## config.mk

```make
export PLATFORM = sky130hd
export DESIGN_NAME = nixie_scan_driver
export DESIGN_NICKNAME = d
export VERILOG_FILES = /design/src/rtl/nixie_scan_driver.sv
export SDC_FILE = /design/constraint.sdc
export NUM_CORES = 1
export LEC_CHECK = 0
export CAP_MARGIN = 20
export CORE_MARGIN = 10
export CORE_UTILIZATION = 45
export CTS_BUF_LIST = sky130_fd_sc_hd__clkbuf_16
export CTS_CLUSTER_SIZE = 12
export DETAILED_ROUTE_END_ITERATION = 8
export PLACE_DENSITY_LB_ADDON = 0.1
export SYNTH_ARGS = -nofsm -noshare
export SYNTH_HDL_FRONTEND = slang
export SYNTH_SLANG_ARGS = --single-unit
```

## constraint.sdc

```tcl
create_clock -name clk -period 5.2 [get_ports clk]
set_input_delay 1.04 -clock clk [delete_from_list [all_inputs] [get_ports clk]]
set_output_delay 1.04 -clock clk [all_outputs]
set_load 0.005 [all_outputs]
```

## src/rtl/nixie_scan_driver.sv

```systemverilog
// Multiplexed nixie driver. It converts NUM_PAIRS binary fields (0..99) into BCD
// digit pairs and scans them one tube at a time onto a shared cathode bus.
// Each tube slot starts with an anti-ghost blanking gap, and the lit part of the
// slot is gated by a PWM duty setting. The driver also supports per-pair blanking,
// leading-zero suppression on the top pair, and a cathode anti-poisoning sweep.
// Internal slot/count position leads the registered outputs by one clock.
module nixie_scan_driver #(
   parameter int NUM_PAIRS      = 3,
   parameter int DWELL_CYCLES   = 100000,
   parameter int BLANK_CYCLES   = 2000,
   parameter int PWM_BITS       = 4,
   parameter int CP_STEP_FRAMES = 50,
   parameter int LZB_TOP        = 1
) (
   input  logic                   clk,
   input  logic                   rst,
   input  logic [7*NUM_PAIRS-1:0] pairValue,
   input  logic                   load,
   input  logic [PWM_BITS-1:0]    brightness,
   input  logic [NUM_PAIRS-1:0]   blankMask,
   input  logic                   cpStart,
   output logic [2*NUM_PAIRS-1:0] nixieEnable,
   output logic [3:0]             nixieDigit,
   output logic                   frameStart,
   output logic                   cpBusy
);

   localparam int NT        = 2 * NUM_PAIRS;
   localparam int PW        = 7 * NUM_PAIRS;
   localparam int ON_CYCLES = DWELL_CYCLES - BLANK_CYCLES;
   // Slice length; ON_CYCLES must be at least 2**PWM_BITS so each slice is >= 1 cycle.
   localparam int SL        = ON_CYCLES >> PWM_BITS;
   localparam int CW        = (DWELL_CYCLES > 1) ? $clog2(DWELL_CYCLES) : 1;
   localparam int TW        = (NT > 1) ? $clog2(NT) : 1;
   localparam int SW        = (SL > 1) ? $clog2(SL) : 1;
   localparam int FW        = (CP_STEP_FRAMES > 1) ? $clog2(CP_STEP_FRAMES) : 1;

   localparam logic [CW-1:0] CNT_LAST  = CW'(DWELL_CYCLES - 1);
   localparam logic [CW-1:0] BLANK_END = CW'(BLANK_CYCLES);
   localparam logic [TW-1:0] SLOT_LAST = TW'(NT - 1);
   localparam logic [SW-1:0] SUB_LAST  = SW'(SL - 1);
   localparam logic [FW-1:0] STEP_LAST = FW'(CP_STEP_FRAMES - 1);
   localparam logic [3:0]    DIGIT_OFF = 4'hF;

   typedef enum logic {ST_BLANK, ST_ON} slot_state_t;

   slot_state_t         state, state_next;
   logic [CW-1:0]       cnt, cnt_next;
   logic [TW-1:0]       slot;
   logic [SW-1:0]       slice_sub;
   logic [PWM_BITS:0]   slice_idx;
   logic [PWM_BITS-1:0] bri_q, bri_cur;
   logic [PW-1:0]       pend_q, disp_q, src;
   logic                cp_active, cp_active_n, cp_busy_n;
   logic [3:0]          cp_digit, cp_digit_n;
   logic [FW-1:0]       cp_frames, cp_frames_n;
   logic                slot_start, frame_tick, lit;
   logic [6:0]          pair_v;
   logic                pair_blank, pair_top;
   logic [3:0]          tens, ones, digit_new, digit_cur;
   logic [NT-1:0]       en_d;

   assign slot_start = (cnt == '0);
   assign frame_tick = slot_start && (slot == '0);
   assign cnt_next   = (cnt == CNT_LAST) ? '0 : cnt + 1'b1;

   // Slot position: cycle counter within the slot and tube index.
   always_ff @(posedge clk or posedge rst) begin
      if (rst) begin
         cnt  <= '0;
         slot <= '0;
      end else begin
         // NOTE: sequential state uses <= so every register samples pre-edge values.
         cnt <= cnt_next;
         if (cnt == CNT_LAST)
            slot <= (slot == SLOT_LAST) ? '0 : slot + 1'b1;
      end
   end

   // Slot FSM state register.
   always_ff @(posedge clk or posedge rst) begin
      if (rst) state <= ST_BLANK;
      else     state <= state_next;
   end

   // Slot FSM next state: the blanking gap covers the first BLANK_CYCLES counts.
   always_comb begin
      state_next = (cnt_next < BLANK_END) ? ST_BLANK : ST_ON;
   end

   // PWM slice tracker: slice index advances every SL cycles while ON, saturating past the top.
   always_ff @(posedge clk or posedge rst) begin
      if (rst) begin
         slice_sub <= '0;
         slice_idx <= '0;
      end else if (state == ST_ON && cnt != CNT_LAST) begin
         if (slice_sub == SUB_LAST) begin
            slice_sub <= '0;
            if (!slice_idx[PWM_BITS]) slice_idx <= slice_idx + 1'b1;
         end else begin
            slice_sub <= slice_sub + 1'b1;
         end
      end else begin
         slice_sub <= '0;
         slice_idx <= '0;
      end
   end

   // Sweep sequencing: arm on request, start/step/finish only on frame boundaries.
   always_comb begin
      // NOTE: every always_comb output gets a default first so no latch is inferred.
      cp_busy_n   = cpBusy;
      cp_active_n = cp_active;
      cp_digit_n  = cp_digit;
      cp_frames_n = cp_frames;
      if (frame_tick) begin
         if (cp_active) begin
            if (cp_frames == STEP_LAST) begin
               cp_frames_n = '0;
               if (cp_digit == 4'd9) begin
                  cp_active_n = 1'b0;
                  cp_busy_n   = 1'b0;
               end else begin
                  cp_digit_n = cp_digit + 4'd1;
               end
            end else begin
               cp_frames_n = cp_frames + 1'b1;
            end
         end else if (cpBusy) begin
            cp_active_n = 1'b1;
            cp_digit_n  = 4'd0;
            cp_frames_n = '0;
         end
      end
      if (cpStart && !cpBusy) cp_busy_n = 1'b1;
   end

   // Sweep registers.
   always_ff @(posedge clk or posedge rst) begin
      if (rst) begin
         cpBusy    <= 1'b0;
         cp_active <= 1'b0;
         cp_digit  <= 4'd0;
         cp_frames <= '0;
      end else begin
         cpBusy    <= cp_busy_n;
         cp_active <= cp_active_n;
         cp_digit  <= cp_digit_n;
         cp_frames <= cp_frames_n;
      end
   end

   // Pending capture and frame-synchronous display update (value 127 reads as blank).
   always_ff @(posedge clk or posedge rst) begin
      if (rst) begin
         // NOTE: these value registers are reset explicitly so the tubes start dark.
         pend_q <= '1;
         disp_q <= '1;
      end else begin
         if (load)       pend_q <= pairValue;
         if (frame_tick) disp_q <= pend_q;
      end
   end

   // Digit for the current tube; at the frame boundary read pending, which display takes now.
   always_comb begin
      src        = frame_tick ? pend_q : disp_q;
      pair_v     = 7'd127;
      pair_blank = 1'b0;
      pair_top   = 1'b0;
      for (int p = 0; p < NUM_PAIRS; p++) begin
         if (p == int'(slot >> 1)) begin
            pair_v     = src[p*7 +: 7];
            pair_blank = blankMask[p];
            pair_top   = (p == NUM_PAIRS - 1);
         end
      end
      tens      = 4'(pair_v / 7'd10);
      ones      = 4'(pair_v % 7'd10);
      digit_new = DIGIT_OFF;
      if (cp_active_n)
         digit_new = cp_digit_n;
      else if (pair_v > 7'd99 || pair_blank)
         digit_new = DIGIT_OFF;
      else if (slot[0])
         digit_new = (LZB_TOP != 0 && pair_top && tens == 4'd0) ? DIGIT_OFF : tens;
      else
         digit_new = ones;
   end

   // Slot FSM outputs: enable the slot's tube in ON slices up to the latched brightness.
   always_comb begin
      digit_cur = slot_start ? digit_new : nixieDigit;
      bri_cur   = slot_start ? (cp_active_n ? '1 : brightness) : bri_q;
      lit       = (state == ST_ON) && (slice_idx <= {1'b0, bri_cur}) &&
                  (digit_cur != DIGIT_OFF);
      en_d      = '0;
      for (int t = 0; t < NT; t++)
         en_d[t] = lit && (int'(slot) == t);
   end

   // Registered outputs plus the per-slot brightness latch.
   always_ff @(posedge clk or posedge rst) begin
      if (rst) begin
         nixieEnable <= '0;
         nixieDigit  <= DIGIT_OFF;
         frameStart  <= 1'b0;
         bri_q       <= '0;
      end else begin
         nixieEnable <= en_d;
         frameStart  <= frame_tick;
         if (slot_start) begin
            nixieDigit <= digit_new;
            bri_q      <= bri_cur;
         end
      end
   end

endmodule

```

* Word level (Yosys, flattened, before mapping) *
Cells that the tools add are included.
W data, S select, Z words.

word-level totals
  register bits after elaboration = 108
  bits of input ports = 32
  output and inout bits = 12
  logic and storage cells = 111

operators by class
  add/subtract/negate cells = 6
  divide/modulo/power cells = 2
  $lt $le $gt $ge = 3
  equality and inequality tests = 16
  mux-type cells = 41
  reduce and logical (&&, ||, !) cells = 27

operators with widths
  cell                     count
  $mux W4                  12
  $logic_not A32 Y1        1
  $mux W13                 2
  $mux W21                 1
  $mux W7                  3
  $mux W6                  3
  $add A17 B1 Y17 const B  1
  $eq A17 B17 Y1 const B   1
  $logic_not A17 Y1        1
  $lt A17 B11 Y1 const B   1
  $mux W17                 1
  $ne A17 B17 Y1 const B   1
  $eq A3 B3 Y1 const B     5
  $mux W1                  15
  $mux W5                  3
  $add A13 B1 Y13 const B  1
  $eq A13 B13 Y1 const B   1
  $logic_and A1 B1 Y1      12
  $reduce_bool A2 Y1       5
  $div A7 B4 Y7 const B    1
  $gt A7 B7 Y1 const B     1
  $mod A7 B4 Y7 const B    1
  $add A6 B1 Y6 const B    1
  $eq A6 B6 Y1 const B     1
  other kinds (17)         20

* Logic depth before layout (Yosys ltp) *
  word-level depth = 17
  depth in mapped cells = 31
  mapped depth without buffers = 29

* Least setup slack after synthesis *
No wires, ideal clock.

  path kind = register to register
  start = register cnt[0]
  end = register nixieEnable[4]
  library setup time = 95 ps
  arrival time = 5595 ps
  data required time = 5105 ps
  path slack = -490 ps
  cell stages (with the launch flop) = 30
  path buffers = 2
  period minus slack after synthesis = 5690 ps
  cell sequence = dfrtp_1 > inv_1 > ha_1 > nor2b_1 > nand4_1 > o21ai_1 > a31o_1 > buf_6 > clkinv_1 > ha_1 > o41ai_1 > a21o_1 > a32oi_4 > and2_1 > ha_1 > nand3b_1 > nand2_1 > a31oi_1 > o21a_2 > xnor2_1 > ha_1 > o21a_1 > a21o_1 > o211ai_1 > nor3b_1 > nor2_1 > mux2_4 > and4b_1 > buf_4 > nor4b_2

between the ends
  cells in the longest elaborated chain, start to end = 17
  elaborated cells between the ends (all ways) = 26
  classes of those cells = div: 2; order compare: 2; eq/ne: 1; mux: 13; reduce/logical: 8

ends and longest elaborated chain
  item                     RTL line  text
  from (decl)              48        logic [CW-1:0] cnt, cnt_next;
  from (signal assigned)   74        cnt <= cnt_next;
  $logic_not A17 Y1 (*)    63        assign slot_start = (cnt == '0);
  $logic_and A1 B1 Y1      64        assign frame_tick = slot_start && (slot == '0);
  $mux W21                 -
  $mux W7 (3 in a row)     172       if (p == int'(slot >> 1)) begin
  $div A7 B4 Y7            178       tens = 4'(pair_v / 7'd10);
  $logic_not A4 Y1         186       digit_new = (LZB_TOP != 0 && pair_top && tens == 4'd0) ? DIGIT_OFF : tens;
  $logic_and A1 B1 Y1      186
  $mux W4                  186
  $mux W4                  185       else if (slot[0])
  $mux W4                  183       else if (pair_v > 7'd99 || pair_blank)
  $mux W4                  181       if (cp_active_n)
  $mux W4 (*)              -
  via digit_cur[2]         60        logic [3:0] tens, ones, digit_new, digit_cur;
  $ne A4 B4 Y1 (*)         196       (digit_cur != DIGIT_OFF);
  $logic_and A1 B1 Y1 (*)  195       lit = (state == ST_ON) && (slice_idx <= {1'b0, bri_cur}) &&
  $logic_and A1 B1 Y1 (*)  199       en_d[t] = lit && (int'(slot) == t);
  via en_d[4]              61        logic [NT-1:0] en_d;
  to (signal assigned)     210       nixieEnable <= en_d;
  to (decl)                22        output logic [2*NUM_PAIRS-1:0] nixieEnable,

The timed path passes the listed nets; every way through them passes the cells marked *.
A chain may end at the register's enable or synchronous reset.

* Worst setup path after layout *
  start = register cnt[11]
  end = register nixieEnable[4]

Same word-level chain as after synthesis.

==> metrics.csv <==
metric;value;unit
numClockSinks;108;
ant_cells;0;
dp.cells;895;
globalRouteTotalUtil;0.1765;
final.setup.worst_slack;-0.01266;ns
die_h;137.1;µm
fin_crit_sh;1.002;
synth_warnings;0;
synth_largest_area_cell;sky130_fd_sc_hd__dfrtp_1;
post_dp_cell_area;7179;µm²
nets;796;
first_iter_violations;362;
post-dp-hpwl;11920;µm
layout.cells.non_filler;925;
route.final.wire_length;16210;µm
drv_slew;0;
clk-insertion-delay-late;0.36;ns
drc_viols;0;
floorplan.initialDensity;0.4625;
netlist_instances;652;
power.static_leakage;3.235;nW
max-clock-path-buffers;2;
path_class;reg -> reg;
drt_first_pass_iters;5;
final_design_area_no_fill;7661;µm²
final.fill_count;1207;
placement_rows;42;
via_per_inst;5.611;
irDropWorstVdd;188.1;µV
cts_tree;built;
antenna_found_initial;0;
synth_async_sr_flop_share;1.000;
grt_first_pass_wirelength;26480;µm
portBuffers;43;
critPathTopFamily;simple AND/OR/NAND/NOR gates;
max_clock_freq;0.1918;GHz
endpoint_kind;flop;
drt-wirelength-per-cell;17.52;µm
number_of_global_route_vias_before_repair;5088;
worstPathArrival;5.48;ns
tightest_slew;0.9932;ns
finalSetupViolations;2;
ys_seq_area_frac;0.4471;
timing.slew.headroom;0.3378;
clock-skew-final;0.005756;ns
crit_fanout;6;
core_area;13350;µm²
flow.area_growth_from_synthesis;24.10;%
critPathRequiredTime;5.46;ns
synth-edff-count;0;
ios;44;
via_count;5190;
critical_path.n_buffers_inverters;2;
result_of_the_run;finished, violations left;
dominantRegCellSynth;sky130_fd_sc_hd__dfrtp_1;
startpoint_type;flop;
globalRouteOverflowTotal;0;
synth_cell_types;79;
h_tree_lvl_count;3;
netlist_area;6173;µm²
syn-num-nets;704;
failed_checks;setup timing;
netlist_top_cells_count;sky130_fd_sc_hd__nand2_1 (99), sky130_fd_sc_hd__nor2_1 (70), sky130_fd_sc_hd__dfrtp_1 (62), sky130_fd_sc_hd__dfstp_2 (46), sky130_fd_sc_hd__o21ai_0 (26);
critical_path.max_stage_delay;0.56;ns
seq_area;2763;µm²
rsz0062_at_grt;yes;
yosys-top-cells-area;sky130_fd_sc_hd__dfrtp_1 (25%), sky130_fd_sc_hd__dfstp_2 (20%), sky130_fd_sc_hd__nand2_1 (6.0%);
worst_hold_path_type;reg -> reg;
clkSlewWorstSetupHoldPaths;0.08;ns
cts_hold_buf;0;
timing_hold_violations_final;0;
finalPower;1.785;mW
drv.max_cap_violation_count;0;
critical_path.slowest_cell;sky130_fd_sc_hd__or4_4;
cts-buffers-inserted;9;
ctsRootBufferMaster;sky130_fd_sc_hd__clkbuf_16;
routabilityCongestion;0.9592;
synth_most_common_cell;sky130_fd_sc_hd__nand2_1;
powerDensity;232.9;nW/µm²
synth.top_cell.area_share;0.2513;
syn_area_per_cell;9.468;µm²
total_die_area;18800;µm²
final_antenna_net_count;0;
multi_input_comb_area;3374;µm²
synth-seq-cells;108;
fp.dieW;137.1;µm
final_layout_size_suffix_gt1_frac;0.2670;
finalCriticalPeriod;5.213;ns
maximum_number_of_pins_on_one_net_before_global_route_repair;82;
-- registers in the layout, summed over array words and instances (netlist names), 5 cells and up --
name,flops
disp_q,21
pend_q,21
cnt,17
slice_sub,13
cp_frames,6
nixieEnable,6
slice_idx,5
-- layout make-up --
| type | instances | share of cell area |
|---|---|---|
| clock inverter | 7 | 0.008819 |
| clock buffer | 9 | 0.02940 |
| tap | 176 | 0.02874 |
| inverter | 24 | 0.01307 |
| sequential | 108 | 0.3606 |
| timing repair buffer | 107 | 0.1189 |
| multi-input combinational | 494 | 0.4405 |
-- path summary, 6_finish.rpt --
path,slack [ns],depth (start not counted),endpoint,from
min in group asynchronous,1.25,2,slice_sub[2],rst
min reg2reg,0.46,2,disp_q[3],disp_q[3]
min,0.46,2,disp_q[3],disp_q[3]
max reg2reg,-0.01,27,nixieEnable[4],cnt[11]
max,-0.01,27,nixieEnable[4],cnt[11]
max in group asynchronous,2.98,3,nixieDigit[0],rst
-- where the power goes --
part / total [mW] / internal [mW] / switching, mW
combinational: 0.192 / 0.0958 / 0.0966
sequential: 0.909 / 0.887 / 0.0221
clock: 0.683 / 0.338 / 0.345
total: 1.78 / 1.32 / 0.464
-- tightest hold or removal path, stage by stage (launching register included) --
cell and delay, ns:
sky130_fd_sc_hd__dfstp_2 0.37, sky130_fd_sc_hd__nand2_1 0.05, sky130_fd_sc_hd__nand2_1 0.04
-- kinds of logic (layout without fill, tap and decap cells) --
logic type	after synthesis	in the layout	synth area share
compound gates	124	124	0.1392
xor+xnor	35	35	0.05209
fa+ha+maj	20	20	0.04054
buf+inv	50	147	0.03283
flops	108	108	0.4471
mux	29	29	0.05249
simple gates	286	286	0.2357
-- per-stage QoR --
step	setup TNS, ns	setup slack [ns]	utilization	hold WS (ns)
final	-0.02238	-0.01266	0.5740	0.4557
after global routing	-1.322	-0.2756	0.5740	0.4669
after CTS	-0.01023	-0.01023	0.5692	0.4559
after detailed placement	-0.4002	-0.07656	0.5379	0.4456
after global placement	0	0.09537	0.5379	0.4410
after floorplan	0	0.009326	-	0.4322
-- layer usage --
metal  vias up  global-route usage  part of all wire
li1       2503                   -                 -
met1      2555              0.2369              0.47
met2       104              0.2749              0.47
met3        28             0.03702             0.041
met4         0             0.06323             0.022
met5         -                   0                 0
-- cells in the final DEF, fill, tap and decap left out, drive strengths merged, types with 4 or more instances in the layout --
master,Yosys,routed
nor3,11,11
nand2b,6,6
or4,5,5
a41oi,4,4
buf,5,64
a21o,9,9
and3,7,7
o211ai,10,10
dfrtp,62,62
nor4b,7,7
nand3,24,24
nand2,99,99
nor2,71,71
and2,7,7
or3,8,8
a22o,5,5
nor4,8,8
dfstp,46,46
o21ai,27,27
or2,4,4
inv,23,27
and4,4,4
o21a,4,4
clkdlybuf4s50,0,43
mux2i,5,5
xnor2,18,18
clkbuf,21,9
ha,20,20
o22ai,5,5
a21oi,25,25
xor2,17,17
nand4,14,14
mux2,24,24
clkinv,1,4
-- what timing repair did --
item	4_1_cts	5_1_grt
setup endpoints to repair	6	6
pin swaps	9	7
gates resized for setup	13	5
setup buffers	9	5
Note: power is estimated with default switching activity, not from simulation.
